### config.mk
export PLATFORM = sky130hd
export DESIGN_NAME = cursor_input_ctrl
export DESIGN_NICKNAME = d
export VERILOG_FILES = /design/src/rtl/cursor_input_ctrl.sv
export SDC_FILE = /design/constraint.sdc
export NUM_CORES = 1
export LEC_CHECK = 0
export ABC_AREA = 1
export BUFFER_PORTS_ARGS = -buffer_cell sky130_fd_sc_hd__buf_2
export CORE_MARGIN = 2
export CORE_UTILIZATION = 65
export CTS_CLUSTER_DIAMETER = 120
export DETAILED_ROUTE_END_ITERATION = 10
export GPL_TIMING_DRIVEN = 0
export PLACE_DENSITY = 0.81
export SKIP_CTS_REPAIR_TIMING = 1
export SYNTH_ARGS = -nofsm -noshare
export SYNTH_HDL_FRONTEND = slang
export SYNTH_SLANG_ARGS = --single-unit
### constraint.sdc
create_clock -name clk -period 5.14 [get_ports clk]
set_clock_uncertainty 0.1 [all_clocks]
set_input_delay 0.514 -clock clk [delete_from_list [all_inputs] [get_ports clk]]
set_output_delay 0.514 -clock clk [all_outputs]
set_load 0.02 [all_outputs]
### src/rtl/cursor_input_ctrl.sv
// -----------------------------------------------------------------------------
// cursor_input_ctrl
//
// Takes the raw board push-buttons and produces a cursor position on the
// minesweeper grid, a copy of that position latched at frame boundaries for
// the display, and a reveal request for the game logic.
//
// Each button goes through a 2-flop synchroniser and then its own debouncer.
// A debounced rising edge gives a one-cycle press pulse. Right/left and
// down/up move the cursor by one cell and saturate at the grid edges. Select
// raises a reveal request that carries the cell index under the cursor.
//
// Optional feature (macro CURSOR_AUTO_REPEAT_EN):
//   - Undefined (default): each press moves the cursor exactly once.
//   - Defined: a held direction fires again after REPEAT_DELAY cycles and
//     then every REPEAT_PERIOD cycles. Select never repeats.
//
// Ports:
//   clk          in   system clock; all logic runs on the rising edge
//   reset        in   asynchronous, active-low reset
//   left/right/up/down/select in   raw button levels, high = pressed
//   screen_end   in   frame-boundary level from the pixel-timing domain
//   cursor_x/y   out  live cursor column/row
//   disp_x/y     out  cursor column/row latched on each screen_end rise
//   reveal_valid out  a reveal request is pending
//   reveal_id    out  cursor_y*GRID_W + cursor_x, captured with the request
//   reveal_ready in   game logic accepts the request
//   dbg_state_o  out  reveal FSM state (0 = IDLE, 1 = REQ) for debug
//
// Reveal handshake: valid/ready. Once reveal_valid rises, it and reveal_id
// stay stable until a cycle in which reveal_ready is sampled high; the
// transfer happens on that edge and reveal_valid drops. reveal_ready is
// ignored while reveal_valid is low.
// -----------------------------------------------------------------------------
module cursor_input_ctrl #(
  parameter int DEBOUNCE_CYCLES = 1000000,
  parameter int GRID_W          = 5,
  parameter int GRID_H          = 5
`ifdef CURSOR_AUTO_REPEAT_EN
  ,
  parameter int REPEAT_DELAY    = 50000000,
  parameter int REPEAT_PERIOD   = 15000000
`endif
) (
  input  logic       clk,
  input  logic       reset,
  input  logic       left,
  input  logic       right,
  input  logic       up,
  input  logic       down,
  input  logic       select,
  input  logic       screen_end,
  output logic [2:0] cursor_x,
  output logic [2:0] cursor_y,
  output logic [2:0] disp_x,
  output logic [2:0] disp_y,
  output logic       reveal_valid,
  output logic [5:0] reveal_id,
  input  logic       reveal_ready,
  output logic       dbg_state_o
);

  // Button bit order used everywhere below.
  localparam int B_LEFT  = 0;
  localparam int B_RIGHT = 1;
  localparam int B_UP    = 2;
  localparam int B_DOWN  = 3;
  localparam int B_SEL   = 4;

  localparam int DW = $clog2(DEBOUNCE_CYCLES);

  typedef enum logic {
    S_IDLE = 1'b0,
    S_REQ  = 1'b1
  } state_t;

  logic [4:0]         btn_raw;
  logic [4:0]         btn_s1_q, btn_s2_q;
  logic [4:0]         stable_q, stable_d;
  logic [4:0]         stable_prev_q;
  logic [4:0][DW-1:0] db_cnt_q, db_cnt_d;
  logic [4:0]         press;
  logic [3:0]         move;

  logic               se_s1_q, se_s2_q, se_prev_q;
  logic               se_rise;

  logic [2:0]         x_q, x_d, y_q, y_d;
  logic [2:0]         disp_x_q, disp_x_d, disp_y_q, disp_y_d;

  state_t             state_q, state_d;
  logic [5:0]         id_q, id_d;
  logic [5:0]         cell_id;

  assign btn_raw = {select, down, up, right, left};

  // ---------------------------------------------------------------------------
  // Debounce: the counter only runs while the synced level disagrees with the
  // accepted level; the new level is accepted on the edge after the counter
  // has reached DEBOUNCE_CYCLES-1.
  // ---------------------------------------------------------------------------
  always_comb begin
    stable_d = stable_q;
    db_cnt_d = db_cnt_q;
    for (int i = 0; i < 5; i++) begin
      if (btn_s2_q[i] == stable_q[i]) begin
        db_cnt_d[i] = '0;
      end else if (db_cnt_q[i] == DW'(DEBOUNCE_CYCLES - 1)) begin
        stable_d[i] = btn_s2_q[i];
        db_cnt_d[i] = '0;
      end else begin
        db_cnt_d[i] = db_cnt_q[i] + 1'b1;
      end
    end
  end

  assign press = stable_q & ~stable_prev_q;

`ifdef CURSOR_AUTO_REPEAT_EN
  // ---------------------------------------------------------------------------
  // Auto-repeat: each direction counts cycles since its press pulse (the
  // pulse cycle is count 0). The first repeat fires at REPEAT_DELAY; after a
  // fire the count restarts at 1 so later fires are REPEAT_PERIOD apart.
  // ---------------------------------------------------------------------------
  localparam int RPT_MAX = (REPEAT_DELAY > REPEAT_PERIOD) ? REPEAT_DELAY : REPEAT_PERIOD;
  localparam int RW      = $clog2(RPT_MAX + 1);

  logic [3:0][RW-1:0] rpt_cnt_q, rpt_cnt_d;
  logic [3:0]         rpt_first_q, rpt_first_d;
  logic [3:0]         rpt_fire;

  always_comb begin
    rpt_cnt_d   = rpt_cnt_q;
    rpt_first_d = rpt_first_q;
    rpt_fire    = '0;
    for (int i = 0; i < 4; i++) begin
      if (!stable_q[i]) begin
        rpt_cnt_d[i]   = '0;
        rpt_first_d[i] = 1'b1;
      end else if (rpt_first_q[i] ? (rpt_cnt_q[i] == RW'(REPEAT_DELAY))
                                  : (rpt_cnt_q[i] == RW'(REPEAT_PERIOD))) begin
        rpt_fire[i]    = 1'b1;
        rpt_cnt_d[i]   = RW'(1);
        rpt_first_d[i] = 1'b0;
      end else begin
        rpt_cnt_d[i] = rpt_cnt_q[i] + 1'b1;
      end
    end
  end

  always_ff @(posedge clk or negedge reset) begin
    if (!reset) begin
      rpt_cnt_q   <= '0;
      rpt_first_q <= '1;
    end else begin
      rpt_cnt_q   <= rpt_cnt_d;
      rpt_first_q <= rpt_first_d;
    end
  end

  assign move = press[3:0] | rpt_fire;
`else
  assign move = press[3:0];
`endif

  // ---------------------------------------------------------------------------
  // Cursor movement: opposite directions in the same cycle cancel.
  // ---------------------------------------------------------------------------
  always_comb begin
    x_d = x_q;
    y_d = y_q;
    if (move[B_RIGHT] && !move[B_LEFT]) begin
      if (x_q != 3'(GRID_W - 1)) x_d = x_q + 3'd1;
    end else if (move[B_LEFT] && !move[B_RIGHT]) begin
      if (x_q != 3'd0) x_d = x_q - 3'd1;
    end
    if (move[B_DOWN] && !move[B_UP]) begin
      if (y_q != 3'(GRID_H - 1)) y_d = y_q + 3'd1;
    end else if (move[B_UP] && !move[B_DOWN]) begin
      if (y_q != 3'd0) y_d = y_q - 3'd1;
    end
  end

  // Frame latch takes the cursor as it stands before this edge's move.
  assign se_rise  = se_s2_q & ~se_prev_q;
  assign disp_x_d = se_rise ? x_q : disp_x_q;
  assign disp_y_d = se_rise ? y_q : disp_y_q;

  // ---------------------------------------------------------------------------
  // Reveal FSM
  // ---------------------------------------------------------------------------
  assign cell_id = 6'(y_q) * 6'(GRID_W) + 6'(x_q);

  always_comb begin
    state_d = state_q;
    id_d    = id_q;
    case (state_q)
      S_IDLE: begin
        if (press[B_SEL]) begin
          id_d    = cell_id;
          state_d = S_REQ;
        end
      end
      S_REQ: begin
        if (reveal_ready) state_d = S_IDLE;
      end
      default: state_d = S_IDLE;
    endcase
  end

  // ---------------------------------------------------------------------------
  // State registers
  // ---------------------------------------------------------------------------
  always_ff @(posedge clk or negedge reset) begin
    if (!reset) begin
      btn_s1_q      <= '0;
      btn_s2_q      <= '0;
      stable_q      <= '0;
      stable_prev_q <= '0;
      db_cnt_q      <= '0;
      se_s1_q       <= 1'b0;
      se_s2_q       <= 1'b0;
      se_prev_q     <= 1'b0;
      x_q           <= '0;
      y_q           <= '0;
      disp_x_q      <= '0;
      disp_y_q      <= '0;
      state_q       <= S_IDLE;
      id_q          <= '0;
    end else begin
      btn_s1_q      <= btn_raw;
      btn_s2_q      <= btn_s1_q;
      stable_q      <= stable_d;
      stable_prev_q <= stable_q;
      db_cnt_q      <= db_cnt_d;
      se_s1_q       <= screen_end;
      se_s2_q       <= se_s1_q;
      se_prev_q     <= se_s2_q;
      x_q           <= x_d;
      y_q           <= y_d;
      disp_x_q      <= disp_x_d;
      disp_y_q      <= disp_y_d;
      state_q       <= state_d;
      id_q          <= id_d;
    end
  end

  assign cursor_x     = x_q;
  assign cursor_y     = y_q;
  assign disp_x       = disp_x_q;
  assign disp_y       = disp_y_q;
  assign reveal_valid = (state_q == S_REQ);
  assign reveal_id    = id_q;
  assign dbg_state_o  = state_q;

endmodule

==> impl_metrics.py, run 1 <==
metrics = {
    "finish": {
        "final_nets": 987,
        "drive_gt1_frac": 0.110,
        "fin_util": 0.753,
        "diodes": 0,
        "area_growth_pct": 12.0,
    },
    "drt": {
        "drt_iter0_markers": 515,
        "vias": 5969,
        "ant_nets": 0,
        "m1WireLength_microns": 6860,
        "first_pass_iters": 5,
        "viasPerCell": 5.38,
        "wl_met3_microns": 656,
        "detail_route.wl_per_cell_microns": 13.6,
        "wl_met2_microns": 7290,
        "wl_microns": 15100,
        "dr.max_layer_used": "met4",
        "drc_errors": 0,
    },
    "hold_path": {
        "hold_class": "in2async",
    },
    "timing": {
        "min_period_ns": 2.19,
        "worst_slack_ns": 2.95,
        "finalMaxSlewViolations": 0,
        "hold_viol_final": 37,
        "rsz0062_at_grt": "false",
        "max_freq_mhz": 457,
        "finalCritPeriodShare": 0.426,
        "finalSetupViolCount": 0,
        "setup_tns_ns": 0,
        "whs_ns": -0.0348,
        "worstMarginPinSlew_ns": 0.594,
        "slew_headroom": 0.602,
    },
    "global_routing": {
        "grt_pass1_vias": 5644,
        "overflow": 0,
        "grt_antenna_before_repair": 0,
        "grt_usage": 0.273,
        "grt_pass1_wl_microns": 25700,
        "grt_max_degree": 82,
    },
    "logic_synthesis": {
        "synth_flop_cell": "dfrtp_1",
        "synth_area_leaders": "dfrtp_1 48%, nor2_1 11%, nand2_1 9.3%",
        "synth_edf_count": 0,
        "syn_avg_cell_area_sq_um": 8.07,
        "yosysTopAreaCell": "dfrtp_1",
        "synth_nets": 939,
        "netlist_instances": 911,
        "synth_cell_type_count": 33,
        "synth-seq-area-share": 0.483,
        "async_flop_share": 1.00,
        "yosys.cell_count.top_type": "nor2_1",
        "yosys_warnings": 0,
        "yosys.area.top_type_share": 0.483,
        "ys_ff_latch": 142,
        "syn_area_sq_mm": 0.00736,
        "ys_top_cells_by_count": "207 x nor2_1, 183 x nand2_1, 142 x dfrtp_1, 91 x inv_1, 80 x nand3_1",
    },
    "critical_path": {
        "critPathCaptureType": "flop",
        "critical_path_class": "reg2reg",
        "path_cells": "ha_1 -> ha_1 -> fa_1 -> nand2_1 -> a21oi_1 -> nor3_1 -> a21oi_1",
        "slowest_delay_ns": 0.47,
        "crit_path_max_fanout": 5,
        "critPathLaunchType": "flop",
        "arrival_ns": 2.39,
        "ff2ff_setup_slack_ns": 2.95,
        "worstPathRequired_ns": 5.34,
        "slowest_stage": "dfrtp_1",
    },
    "clock_network": {
        "cts_root_buf": "clkbuf_16",
        "cts_buffers": 17,
        "cts_max_path_buffers": 2,
        "clk_latency_ns": 0.42,
        "clkSinkCount": 142,
        "clk_pin_slew_ns": 0.06,
        "cts.htree.levels": 4,
        "cts_tree": "built",
    },
    "pwr": {
        "ir_worst_vdd_v": 0.000209,
        "leakagePower_nw": 3.72,
        "power_density_mw_per_mm2": 282,
    },
    "flow_run": {
        "maxCapViolCount": 0,
    },
    "run_status": {
        "status": "finished with violations",
        "violations": "negative hold slack",
    },
    "floorplan": {
        "ioPinCount": 29,
        "dieArea_sq_mm": 0.0122,
        "num_rows": 38,
        "die_h_microns": 110,
        "initial_core_util": 0.673,
        "fp.dieW_microns": 110,
        "core_sq_mm": 0.0109,
    },
    "placed_design": {
        "io_buffers": 28,
        "hpwl_microns": 10600,
        "pre_cts_ws_ns": 2.96,
        "routabilityCongestion": 0.906,
    },
}
cells in the final DEF, fill, tap and decap left out, drive strengths merged, types with 3 or more instances in the layout:
cell type    n
nand3       85
a21oi       21
o21ai       23
ha          16
nor2       227
clkinv      10
clkbuf      20
nand3b       4
nand4       13
nor3        17
nor3b        3
dfrtp      142
nand2      193
buf         32
inv         95
fa           3
xor2        38
xnor2       17
critical path: cells and delay by family, from the launching register on:
family	cells	cell delay [ns]
AO/OA/AOI/OAI	2	0.12
adder cells (fa/ha/maj)	3	1.13
flip-flops	1	0.47
AND/OR/NAND/NOR	2	0.25
final timing paths:
check	startpoint	to	depth (start not counted)
setup reg to reg	cursor_y[0]$_DFFE_PN0P_	reveal_id[5]$_DFFE_PN0P_	7
hold / removal	reset	db_cnt_q[88]$_DFF_PN0_	1
min in group clk	select	btn_s1_q[4]$_DFF_PN0_	1
hold reg to reg	btn_s1_q[3]$_DFF_PN0_	btn_s2_q[3]$_DFF_PN0_	0
max in group asynchronous	reset	db_cnt_q[51]$_DFF_PN0_	2
setup / recovery	cursor_y[0]$_DFFE_PN0P_	reveal_id[5]$_DFFE_PN0P_	7
logic make-up (layout without fill, tap and decap cells):
group,Yosys count,after routing,share of synthesized area
AO/OA/AOI/OAI,47,47,0.0333
adder cells (fa/ha/maj),19,19,0.0354
buffers and inverters,100,159,0.0519
AND/OR/NAND/NOR,548,548,0.328
XOR/XNOR,55,55,0.0685
flip-flops,142,142,0.483
report_power, final:
group | switching, W | internal (W)
clock | 0.000458 | 0.000656
combinational | 0.0000497 | 0.0000187
sequential | 0.00000997 | 0.00113
state kept, by name (all words and copies together), names as in the netlist, 3 cells and up:
name and flops:
stable_q 5, btn_s1_q 5, reveal_id 6, disp_x 3, db_cnt_q 100, btn_s2_q 5, cursor_y 3, cursor_x 3
disp_y 3, stable_prev_q 5
metrics by stage:
| step | total power (W) | instances | hold slack, ns | instance area (sq um) |
|---|---|---|---|---|
| after floorplan | 0.00119 | 911 | 0.118 | 7360 |
| after global placement | 0.00123 | 1079 | 0.232 | 7670 |
| after detailed placement | 0.00123 | 1080 | 0.239 | 7700 |
| after CTS | 0.00234 | 1110 | -0.0139 | 8240 |
| after global routing | 0.00240 | 1110 | 0.0190 | 8240 |
| final | 0.00233 | 1110 | -0.0348 | 8240 |
routing by layer:
metal  up-vias  GRT usage
li1       2983          -
met1      2807      0.363
met2       152      0.446
met3        27     0.0529
met4         0      0.108
met5         -          0
area by class of cell:
type,count,area [sq um]
Sequential cell,142,3550
Multi-Input combinational cell,669,3420
Fill cell,840,2700
Clock buffer,19,433
Inverter,96,360
Tap cell,140,175
Timing Repair Buffer,29,174
Clock inverter,11,97.6
Buffer,4,21.3
Power figures use the tool's default switching activity.
==> inputs of run 2 (changes only) <==
Settings changed: CORE_UTILIZATION 65 to 56, PLACE_DENSITY 0.81 to 0.74.
Clock period 5.14 ns to 1.9 ns, I/O delays scaled along.
==> run 2 against run 1 <==
Net effect:
- the run now ends clean
- core utilization shrank 7.9 points
- routed wire length is 3.0% lower
- sequential power rose to 2.7 times the previous value
- count of clock-buffer cells in the layout up 4
- global-route usage down 5.3 points
- clock power increased to 3.1 times the previous value
- non-clock buffer count up 15
- register-to-register slack got worse by 2.9 ns
- critical path depth stayed put
- critical endpoint unchanged
==> impl_metrics.py, run 2 (synthesized netlist as in run 1, its figures left out) <==
metrics = {
    "finish": {
        "drive_gt1_frac": 0.135,
        "final_cell_mix": "206 x nor2_1, 182 x nand2_1, 136 x dfrtp_1, 91 x inv_1, 80 x nand3_1",
        "area_growth_pct": 16.6,
        "final_nets": 1002,
        "n_fill_cell": 1068,
        "top_register": "db_cnt_q",
        "final_cells": 1159,
        "diodes": 0,
        "mostFrequentLayoutCell": "nor2_1",
        "largest_reg_flops": 100,
    },
    "critical_path": {
        "arrival_ns": 2.08,
        "critPathCaptureType": "flop",
        "crit_path_max_fanout": 4,
        "critPathLaunchType": "flop",
        "critical_path_class": "reg2reg",
        "worstPathRequired_ns": 2.10,
    },
    "timing": {
        "slew_headroom": 0.627,
        "whs_ns": 0.180,
        "finalCritPeriodShare": 0.987,
        "max_freq_mhz": 533,
        "setup_tns_ns": 0,
        "finalMaxSlewViolations": 0,
        "hold_viol_final": 0,
        "rsz0062_at_grt": "true",
        "finalSetupViolCount": 0,
        "worstMarginPinSlew_ns": 0.557,
        "min_period_ns": 1.87,
    },
    "clock_network": {
        "cts_max_path_buffers": 2,
        "cts_tree": "built",
        "clk_latency_ns": 0.42,
        "cts_buffers": 17,
        "clkSinkCount": 142,
        "cts.htree.levels": 4,
        "cts_root_buf": "clkbuf_16",
        "clk_pin_slew_ns": 0.06,
    },
    "floorplan": {
        "core_sq_mm": 0.0127,
        "die_h_microns": 119,
        "ioPinCount": 29,
        "dieArea_sq_mm": 0.0141,
        "fp.dieW_microns": 119,
        "initial_core_util": 0.578,
        "num_rows": 41,
    },
    "hold_path": {
        "hold_class": "in2async",
    },
    "placed_design": {
        "io_buffers": 28,
        "routabilityCongestion": 0.895,
        "place_inst": 1112,
        "hpwl_microns": 9910,
    },
    "global_routing": {
        "grtUsageMet2": 0.345,
        "overflow": 0,
        "use_met3": 0.0579,
        "grt_antenna_before_repair": 0,
        "grt_pass1_wl_microns": 25100,
        "grt_max_degree": 96,
        "grt_usage": 0.220,
        "gr-max-usage-layer": "met2",
        "met1_usage": 0.296,
        "grt_pass1_vias": 5524,
    },
    "drt": {
        "viasPerCell": 5.11,
        "vias": 5918,
        "wl_microns": 14600,
        "drc_errors": 0,
        "ant_nets": 0,
        "drt_iter0_markers": 365,
        "detail_route.wl_per_cell_microns": 12.6,
        "first_pass_iters": 5,
    },
    "flow_run": {
        "maxCapViolCount": 0,
    },
    "pwr": {
        "ir_worst_vdd_v": 0.000573,
        "power_density_mw_per_mm2": 784,
        "leakagePower_nw": 3.81,
    },
    "run_status": {
        "status": "finished clean",
    },
}
[run 2: path summary, 6_finish.rpt]
| check | startpoint | endpoint | slack [ns] | cells after the start |
|---|---|---|---|---|
| setup / recovery | cursor_y[0]$_DFFE_PN0P_ | reveal_id[5]$_DFFE_PN0P_ | 0.03 | 7 |
| hold / removal | reset | db_cnt_q[90]$_DFF_PN0_ | 0.18 | 2 |
| setup reg to reg | cursor_y[0]$_DFFE_PN0P_ | reveal_id[5]$_DFFE_PN0P_ | 0.03 | 7 |
| hold reg to reg | btn_s1_q[0]$_DFF_PN0_ | btn_s2_q[0]$_DFF_PN0_ | 0.25 | 0 |
| max in group asynchronous | reset | stable_q[3]$_DFFE_PN0P_ | 0.70 | 3 |
| min in group clk | btn_s1_q[0]$_DFF_PN0_ | btn_s2_q[0]$_DFF_PN0_ | 0.25 | 0 |
[run 2: where the power goes]
group / switching, W / total (W) / leakage (nW) / internal, W
Combinational: 0.000133 / 0.000194 / 1.58 / 0.0000607
Sequential: 0.0000268 / 0.00309 / 1.93 / 0.00307
Clock: 0.00123 / 0.00344 / 0.299 / 0.00220
Total: 0.00139 / 0.00672 / 3.81 / 0.00533
[run 2: worst max-delay path, cell delays in order (launching register included)]
cell     delay, ns
dfrtp_2       0.45
ha_4          0.29
ha_4          0.20
fa_2          0.36
nand2_2       0.07
a21oi_2       0.05
nor3_2        0.17
a21oi_1       0.06
[run 2: per-layer routing]
| metal | part of all wire | wire length (microns) |
|---|---|---|
| met5 | 0 | 0 |
| met4 | 0.012 | 170 |
| met3 | 0.039 | 572 |
| met2 | 0.48 | 7030 |
| met1 | 0.47 | 6860 |
[run 2: stage by stage]
step,utilization,setup slack (ns),instance area (sq um),total power [W]
CTS,0.660,-0.0446,8400,0.00678
floorplan,-,0.00782,7390,0.00323
global placement,0.608,-1.67,7740,0.00332
global route,0.674,-0.0344,8580,0.00697
detailed placement,0.611,-0.0340,7770,0.00333
finish,0.674,0.0251,8580,0.00672
[run 2: layout make-up]
type / instances / area (sq um) / area share
multi-input cells: 669 / 3490 / 0.407
inverters: 96 / 360 / 0.0420
clock inverters: 9 / 133 / 0.0155
clock buffers: 23 / 488 / 0.0569
plain buffers: 4 / 21.3 / 0.00248
repair buffers: 44 / 307 / 0.0357
flip-flops and latches: 142 / 3560 / 0.415
well taps: 172 / 215 / 0.0251
